**src/rtl/mul_accumulator_if.sv**
```systemverilog
// rtl/mul_accumulator_if.sv - product input stream and result output stream of the MAC stage
interface mul_accumulator_if #(
  parameter int ACC_WIDTH   = 16,
  parameter int COUNT_WIDTH = 8
);
  logic                   in_valid;
  logic                   in_ready;
  logic [7:0]             in_product;
  logic                   in_last;
  logic                   out_valid;
  logic                   out_ready;
  logic [ACC_WIDTH-1:0]   out_sum;
  logic [COUNT_WIDTH-1:0] out_count;
  logic                   out_overflow;

  modport master (
    output in_valid, in_product, in_last, out_ready,
    input  in_ready, out_valid, out_sum, out_count, out_overflow
  );

  modport slave (
    input  in_valid, in_product, in_last, out_ready,
    output in_ready, out_valid, out_sum, out_count, out_overflow
  );
endinterface

```
**src/rtl/mul_accumulator.sv**
```systemverilog
// rtl/mul_accumulator.sv - accumulates signed 8-bit products into a series sum with sticky overflow
module mul_accumulator #(
  parameter int ACC_WIDTH   = 16,
  parameter int COUNT_WIDTH = 8,
  parameter int SATURATE    = 1
) (
  input  logic             clk,
  input  logic             rst,
  mul_accumulator_if.slave bus
);
  typedef enum logic {ACCUM, HOLD} state_t;

  localparam logic [ACC_WIDTH-1:0] ACC_MAX = {1'b0, {(ACC_WIDTH-1){1'b1}}};
  localparam logic [ACC_WIDTH-1:0] ACC_MIN = {1'b1, {(ACC_WIDTH-1){1'b0}}};

  state_t                 state;
  logic [ACC_WIDTH-1:0]   acc;
  logic [COUNT_WIDTH-1:0] count;
  logic                   overflow;

  logic                   out_valid_r;
  logic [ACC_WIDTH-1:0]   out_sum_r;
  logic [COUNT_WIDTH-1:0] out_count_r;
  logic                   out_overflow_r;

  logic [ACC_WIDTH-1:0]   addend;
  logic [ACC_WIDTH-1:0]   sum;
  logic [ACC_WIDTH-1:0]   next_acc;
  logic [COUNT_WIDTH-1:0] next_count;
  logic                   add_ovf;
  logic                   next_ovf;
  logic                   accept;

  assign bus.in_ready     = (state == ACCUM) && !rst;
  assign bus.out_valid    = out_valid_r;
  assign bus.out_sum      = out_sum_r;
  assign bus.out_count    = out_count_r;
  assign bus.out_overflow = out_overflow_r;

  assign accept = bus.in_valid && bus.in_ready;

  // Overflow only possible when both addends share a sign and the result flips it.
  always_comb begin
    addend     = {{(ACC_WIDTH-8){bus.in_product[7]}}, bus.in_product};
    sum        = acc + addend;
    add_ovf    = (acc[ACC_WIDTH-1] == addend[ACC_WIDTH-1]) &&
                 (sum[ACC_WIDTH-1] != acc[ACC_WIDTH-1]);
    next_acc   = sum;
    if (add_ovf && (SATURATE != 0)) begin
      next_acc = addend[ACC_WIDTH-1] ? ACC_MIN : ACC_MAX;
    end
    next_count = (&count) ? count : count + 1'b1;
    next_ovf   = overflow | add_ovf;
  end

  always_ff @(posedge clk) begin
    if (rst) begin
      state          <= ACCUM;
      acc            <= '0;
      count          <= '0;
      overflow       <= 1'b0;
      out_valid_r    <= 1'b0;
      out_sum_r      <= '0;
      out_count_r    <= '0;
      out_overflow_r <= 1'b0;
    end else begin
      case (state)
        ACCUM: begin
          if (accept) begin
            acc      <= next_acc;
            count    <= next_count;
            overflow <= next_ovf;
            if (bus.in_last) begin
              state          <= HOLD;
              out_valid_r    <= 1'b1;
              out_sum_r      <= next_acc;
              out_count_r    <= next_count;
              out_overflow_r <= next_ovf;
            end
          end
        end
        HOLD: begin
          if (bus.out_ready) begin
            state          <= ACCUM;
            acc            <= '0;
            count          <= '0;
            overflow       <= 1'b0;
            out_valid_r    <= 1'b0;
            out_sum_r      <= '0;
            out_count_r    <= '0;
            out_overflow_r <= 1'b0;
          end
        end
        default: state <= ACCUM;
      endcase
    end
  end
endmodule

```
**src/flat_wrapper.sv**
```systemverilog
// flat-port wrapper written by rule: the top's interface ports become plain ports
module mul_accumulator_flat 
#(
  parameter int ACC_WIDTH   = 16,
  parameter int COUNT_WIDTH = 8,
  parameter int SATURATE    = 1
)
  (clk, rst, bus_in_valid, bus_in_product, bus_in_last, bus_out_ready, bus_in_ready, bus_out_valid, bus_out_sum, bus_out_count, bus_out_overflow);
  mul_accumulator_if #(.ACC_WIDTH(ACC_WIDTH), .COUNT_WIDTH(COUNT_WIDTH)) bus_i ();
  input  logic clk;
  input  logic rst;
  input wire logic [$bits(bus_i.in_valid)-1:0] bus_in_valid;
  input wire logic [$bits(bus_i.in_product)-1:0] bus_in_product;
  input wire logic [$bits(bus_i.in_last)-1:0] bus_in_last;
  input wire logic [$bits(bus_i.out_ready)-1:0] bus_out_ready;
  output wire logic [$bits(bus_i.in_ready)-1:0] bus_in_ready;
  output wire logic [$bits(bus_i.out_valid)-1:0] bus_out_valid;
  output wire logic [$bits(bus_i.out_sum)-1:0] bus_out_sum;
  output wire logic [$bits(bus_i.out_count)-1:0] bus_out_count;
  output wire logic [$bits(bus_i.out_overflow)-1:0] bus_out_overflow;
  assign bus_i.in_valid = bus_in_valid;
  assign bus_i.in_product = bus_in_product;
  assign bus_i.in_last = bus_in_last;
  assign bus_i.out_ready = bus_out_ready;
  assign bus_in_ready = bus_i.in_ready;
  assign bus_out_valid = bus_i.out_valid;
  assign bus_out_sum = bus_i.out_sum;
  assign bus_out_count = bus_i.out_count;
  assign bus_out_overflow = bus_i.out_overflow;
  mul_accumulator #(.ACC_WIDTH(ACC_WIDTH), .COUNT_WIDTH(COUNT_WIDTH), .SATURATE(SATURATE)) u_core (.clk(clk), .rst(rst), .bus(bus_i));
endmodule
```
**config.mk**
```make
export PLATFORM = sky130hd
export DESIGN_NAME = mul_accumulator_flat
export DESIGN_NICKNAME = d
export VERILOG_FILES = /design/src/rtl/mul_accumulator_if.sv /design/src/rtl/mul_accumulator.sv /design/src/flat_wrapper.sv
export SDC_FILE = /design/constraint.sdc
export NUM_CORES = 1
export LEC_CHECK = 0
export ABC_AREA = 1
export CORE_ASPECT_RATIO = 1.5
export CORE_UTILIZATION = 45
export DETAILED_ROUTE_END_ITERATION = 8
export PLACE_DENSITY = 0.7
export REMOVE_ABC_BUFFERS = 1
export SYNTH_ARGS = -nofsm -noshare
export SYNTH_HDL_FRONTEND = slang
export SYNTH_SLANG_ARGS = --single-unit
```
**constraint.sdc**
```tcl
create_clock -name clk -period 2.9 [get_ports clk]
set_input_delay 0.58 -clock clk [delete_from_list [all_inputs] [get_ports clk]]
set_output_delay 0.58 -clock clk [all_outputs]
set_load 0.02 [all_outputs]
```
==> results of run 1 <==
==> path summary, 6_finish.rpt <==
kind                                                      startpoint                              endpoint  slack (ns)  cells past startpoint
worst max-delay path                               bus_in_product[7]           u_core.acc[14]$_SDFFE_PP0P_        0.06                     19
worst min-delay path            u_core.bus.out_count[4]$_SDFFE_PP0P_  u_core.bus.out_count[4]$_SDFFE_PP0P_        0.47                      2
worst max register to register           u_core.acc[12]$_SDFFE_PP0P_           u_core.acc[14]$_SDFFE_PP0P_        0.08                     16
worst min register to register  u_core.bus.out_count[4]$_SDFFE_PP0P_  u_core.bus.out_count[4]$_SDFFE_PP0P_        0.47                      2
==> area by class of cell <==
| type | instances | share of cell area, % |
|---|---|---|
| clock buffer | 6 | 1.900 |
| clock inverter | 2 | 0.8923 |
| inverter | 55 | 4.922 |
| multi-input combinational | 307 | 46.69 |
| sequential | 52 | 24.06 |
| tap | 74 | 2.130 |
| timing repair buffer | 98 | 19.40 |
==> worst register-to-register path, stage by stage, from the launching register on <==
cell     delay, ns
dfxtp_1       0.40
ha_4          0.24
a21oi_1       0.17
nand2_2       0.11
a21oi_4       0.17
nand2_4       0.07
a21oi_2       0.13
nor2_2        0.06
nor2_2        0.09
fa_2          0.48
nand3_2       0.11
inv_2         0.05
nor2_4        0.20
buf_8         0.18
nand3_2       0.10
nand2_2       0.08
a21oi_1       0.06
==> stage by stage <==
step	utilization (%)	TNS, ns	hold slack (ns)	total power [mW]	cell area (um^2)
detailed placement	58.38	-30.47	0.4603	1.385	3656
finish	69.41	0	0.4737	2.113	4347
CTS	66.01	0	0.4790	2.008	4134
floorplan	-	-1.083	0.4354	1.142	2860
global route	69.41	-0.6404	0.5064	2.223	4347
global placement	58.38	-26.56	0.4503	1.377	3656
==> metal layers <==
metal  share of wire, %  track usage (%)
met1                 41            28.45
met2                 53            47.66
met3                3.3            3.378
met4                2.6            11.06
met5                  0                0
==> registers in the layout, summed over array words and instances, names as in the netlist <==
register / cells
u_core.bus.out_overflow: 1
u_core.acc: 16
u_core.overflow: 1
u_core.bus.out_valid: 1
u_core.bus.out_sum: 16
u_core.count: 8
u_core.state: 1
u_core.bus.out_count: 8
==> power groups by stage <==
stage          sequential (mW)  clock (mW)  combinational, mW
3_3_place_gp             0.813           0              0.564
6_report                 0.808       0.541              0.764
3_5_place_dp             0.814           0              0.571
5_1_grt                  0.815       0.575              0.833
2_1_floorplan            0.835           0              0.307
4_1_cts                  0.805       0.554              0.648
==> layout by cell type (no fill, tap or decap), types with 10 or more instances in the layout <==
cell,count
ha_4,12
a21oi_2,11
a21oi_1,48
nand2_2,17
nand3_1,18
o21ai_1,30
nand2_4,10
nor2_1,18
buf_4,55
nand2_1,77
dfxtp_1,48
clkdlybuf4s50_1,31
inv_1,48
o21ai_0,23
==> timing repair <==
item	in CTS	in global routing
endpoints found under the setup margin	32	32
endpoints found under the hold margin	0	0
setup buffers	19	2
gates resized for setup	65	71
pin swaps	29	30
==> kinds of logic (layout without fill, tap and decap cells) <==
logic type / after synthesis / after routing / share of synthesized area, %
buf+inv: 69 / 161 / 10.56
xor+xnor: 5 / 5 / 1.479
compound gates: 119 / 119 / 20.49
flops: 52 / 52 / 35.15
fa+ha+maj: 18 / 18 / 8.112
simple gates: 165 / 165 / 24.21
==> flow_summary.toml, run 1 <==
[timing]
hold_violations = 0
finalWorstSetupSlack_ns = 0.05687
setup_viol = 0
rsz0062_at_grt = "yes"
fin_crit_ns = 2.843
skew_ns = 0.01362
slew_headroom_pct = 62.57
finalCritPeriodShare_pct = 98.04
fmax_ghz = 0.3517
drv_slew = 0
worstMarginPinSlew_ns = 0.5609

[finish]
syn_to_final_growth_pct = 46.77
n_fill_cell = 508
instances_no_fill = 594
num_antenna_cells = 0
drive_gt1_share_pct = 31.54
multiInputGateArea_mm2 = 0.002029
register_area_mm2 = 0.001046
final_nets = 550

[pwr]
p_sw_share_pct = 33.91
power_frac_seq_pct = 38.2
p_sw_uw = 716.6
pwr-share-comb_pct = 36.2
p_per_area_mw_per_mm2 = 486.2
power.leakage_nw = 2.008
p_int_mw = 1.397
irDropWorstVdd_mv = 0.3386
pwr-share-clk_pct = 25.6

[die]
start_util_pct = 47.29
die_area_mm2 = 0.006916
rows = 35
coreArea_mm2 = 0.006262
ios = 40
die_h_um = 101.4
die_w_um = 68.24

[critical_path]
crit_buf_inv = 4
critPathLaunchType = "input pin"
crit_path_end_kind = "flip-flop"
critical_path.max_stage_delay_ns = 0.56
path_class = "in2reg"
critPathRequiredTime_ns = 3.09
crit_chain = "buf_12 -> ha_4 -> nand2_4 -> inv_2 -> nand2_2 -> nor2_4 -> nand2_4 -> nand2_4 -> a21oi_2 -> nor2_2 -> nor2_2 -> fa_2 -> buf_6 -> nor3_4 -> nor2_4 -> buf_8 -> nand3_2 -> nand2_2 -> a21oi_1"
arrival_ns = 3.03
critPathSlowestCell = "fa_2"
cp_top_family = "simple AND/OR/NAND/NOR gates"
cp_common_cell = "nand2_4"
cp_max_fo = 8

[yosys]
async_reset_ff_share_pct = 0
synthTopCellsByCount = "nand2_1 (100), a21oi_1 (58), dfxtp_1 (52), inv_1 (52), o21ai_0 (33)"
ys_warn_count = 0
synth.top_cell.area_share_pct = 35.15
yosysMostFrequentCell = "nand2_1"
synth_cell_types = 28
postSynthAreaPerCell_um2 = 6.920
yosysSeqAreaShare_pct = 35.15
ys_top_cells_by_area = "dfxtp_1 (35%), nand2_1 (13%), a21oi_1 (9.8%)"
yosys.area.top_type = "dfxtp_1"
synth-edff-count = 0
synth_seq_cells = 52
ys.flop_type = "dfxtp_1"
synth_area_mm2 = 0.002962
synthCells = 428

[routing]
via_per_inst = 5.322
drt_pass1_iterations = 6
vias = 3161
drc = 0
wl_mm = 8.537
wl_per_cell_um = 14.37
dr.first_iter.drc_count = 107
ant_nets = 0

[clock_network]
cts_buffers = 5
root_buffer = "clkbuf_8"
cts.clk_slew.worst_paths_ns = 0.10
cts.path.max_buffers = 2
hold_buffers = 0
htree_num_levels = 2
clkLatencyLatePin_ns = 0.32
cts_tree = "built"
cts_sinks = 52

[outcome]
outcome = "finished clean"

[grt]
grt_pass1_wl_mm = 13.57
grt_overflow = 0
grt_max_degree = 42
grt_pass1_vias = 3068
antenna_found_initial = 0
grt_usage_pct = 25.89

[place]
place_ws_ns = -1.008
hpwlAfterDp_mm = 5.429
port-buffer-count = 39
dpl.cell_count = 567
place.gp.congestion = 0.8563

[hold_path]
hp-class = "reg2reg"

[flow_run]
max_cap_viol_count = 0
No activity file was read; power rests on OpenSTA's default activity.
==> run 2, diff against run 1 <==
Settings changed: GPL_TIMING_DRIVEN from default to 0.
==> run 2 against run 1 <==
Against the previous run:
- die area did not move
- clock skew fell by 0.0066 ns
- first-iteration DRC count rose by 51%
- register-to-register slack got worse by 0.05 ns
- sequential power barely moved
- combinational power fell by 8.4%
- setup slack got worse by 0.029 ns
- sequential share of layout area rose by 1.5 points
- maximum frequency fell by 1.0%
- count of clock-buffer cells in the layout fell by 1
==> flow_summary.toml, run 2 (synthesis gave the netlist of run 1 again) <==
[pwr]
irDropWorstVdd_mv = 0.3205
power_frac_seq_pct = 38.5
pwr-share-clk_pct = 28.1
power.leakage_nw = 1.876
p_sw_share_pct = 31.95
pwr-share-comb_pct = 33.4
p_per_area_mw_per_mm2 = 511.4
p_sw_uw = 669.2
p_int_mw = 1.426

[critical_path]
path_class = "in2reg"
cp_max_fo = 8
crit_path_end_kind = "flip-flop"
arrival_ns = 3.07
critPathLaunchType = "input pin"
critPathRequiredTime_ns = 3.09

[routing]
ant_nets = 0
drt_pass1_iterations = 5
topRoutingLayerUsed = "met4"
vias = 3066
via_per_inst = 5.351
wl_mm = 7.901
drc = 0
wl_per_cell_um = 13.79
dr_wl_met3_um = 283
dr.first_iter.drc_count = 162
wl_met2_mm = 4.115
met1_length_mm = 3.217

[timing]
skew_ns = 0.007057
slew_headroom_pct = 21.66
setup_viol = 0
fmax_ghz = 0.3481
finalCritPeriodShare_pct = 99.06
hold_violations = 0
tns_ns = 0
fin_crit_ns = 2.873
worstMarginPinSlew_ns = 1.174
drv_slew = 0
rsz0062_at_grt = "yes"

[grt]
grt_max_degree = 44
grt_pass1_wl_mm = 12.60
grt_pass1_vias = 2935
grt_usage_pct = 23.76
antenna_found_initial = 0
grt_overflow = 0

[hold_path]
hp-class = "reg2reg"

[finish]
final_common_cell = "nand2_1"
syn_to_final_growth_pct = 38.32
final_nets = 530
drive_gt1_share_pct = 25.25
fin_area_mm2 = 0.004096
num_antenna_cells = 0
mostFrequentLayoutCells = "nand2_1 (83), a21oi_1 (51), dfxtp_1 (48), inv_1 (47), buf_4 (37)"

[flow_run]
max_cap_viol_count = 0

[clock_network]
cts.path.max_buffers = 2
hold_buffers = 0
cts_tree = "built"
clkLatencyLatePin_ns = 0.31
root_buffer = "clkbuf_8"
htree_num_levels = 2
cts.clk_slew.worst_paths_ns = 0.09
cts_buffers = 5
cts_sinks = 52

[place]
hpwlAfterDp_mm = 4.720
port-buffer-count = 39
place_area_mm2 = 0.003343
place.gp.congestion = 0.8613

[die]
rows = 35
coreArea_mm2 = 0.006262
die_w_um = 68.24
die_h_um = 101.4
start_util_pct = 47.29
die_area_mm2 = 0.006916
ios = 40

[outcome]
outcome = "finished clean"
-- run 2: changes by cell type in the layout (fill, tap and decap cells not counted), moves of 3 or more --
cell	previous run	this run
nand2_1	77	83
nand3_1	18	22
o21ai_0	23	26
nand2_4	10	7
a21oi_1	48	51
buf_4	55	37
nand3_4	4	0
a21oi_2	11	8
nand2_2	17	14
-- run 2: what timing repair did --
action	in CTS	in global routing
setup endpoints to repair	34	32
endpoints found under the hold margin	0	0
resized for setup	71	35
buffers inserted	26	13
pin swaps	24	28
-- run 2: layout make-up --
cell class | instances | area, um^2
Sequential cell | 52 | 1046
Multi-Input combinational cell | 307 | 1921
Inverter | 55 | 217.7
Clock buffer | 5 | 68.82
Fill cell | 532 | 2166
Clock inverter | 2 | 60.06
Timing Repair Buffer | 78 | 690.7
Tap cell | 74 | 92.59
-- run 2: path summary, 6_finish.rpt --
check | endpoint | start | slack (ns) | depth (start not counted)
max | u_core.acc[13]$_SDFFE_PP0P_ | bus_in_product[7] | 0.03 | 22
min reg2reg | u_core.bus.out_count[4]$_SDFFE_PP0P_ | u_core.bus.out_count[4]$_SDFFE_PP0P_ | 0.48 | 2
min | u_core.bus.out_count[4]$_SDFFE_PP0P_ | u_core.bus.out_count[4]$_SDFFE_PP0P_ | 0.48 | 2
max reg2reg | u_core.acc[13]$_SDFFE_PP0P_ | u_core.acc[6]$_SDFFE_PP0P_ | 0.03 | 22
-- run 2: routing by layer --
layer / up-vias / GRT usage (%)
li1: 1541 / -
met1: 1423 / 26.64
met2: 75 / 42.23
met3: 27 / 3.378
met4: 0 / 11.70
met5: - / 0
-- run 2: metrics by stage --
step	worst slack, ns	power [mW]	util, %	hold slack (ns)	instances
finish	0.02739	2.095	65.41	0.4759	573
global route	-0.1295	2.203	65.41	0.4964	573
CTS	0.003248	2.025	62.64	0.4788	560
floorplan	-0.1257	1.142	-	0.4354	414
global placement	-1.619	1.286	53.39	0.4490	527
detailed placement	-1.616	1.295	53.39	0.4581	527
-- run 2: power by group through the flow --
stage | registers [mW] | logic (mW) | clock network (mW)
after global placement | 0.811 | 0.475 | 0
final | 0.806 | 0.700 | 0.589
after detailed placement | 0.812 | 0.483 | 0
after floorplan | 0.835 | 0.307 | 0
after CTS | 0.805 | 0.619 | 0.601
after global routing | 0.813 | 0.768 | 0.622
-- run 2: critical path, cell delays in order --
cell and delay [ns]:
buf_16 0.13, ha_4 0.27, nand2_4 0.07, nor2_4 0.04
buf_4 0.13, a21oi_4 0.16, nand2_2 0.09, buf_4 0.13
buf_4 0.12, buf_4 0.12, buf_4 0.13, buf_4 0.12
buf_4 0.12, buf_4 0.12, buf_4 0.13, buf_4 0.12
buf_4 0.12, buf_4 0.12, nand2_1 0.06, nand3_2 0.05
nand2_1 0.08, a21oi_1 0.06
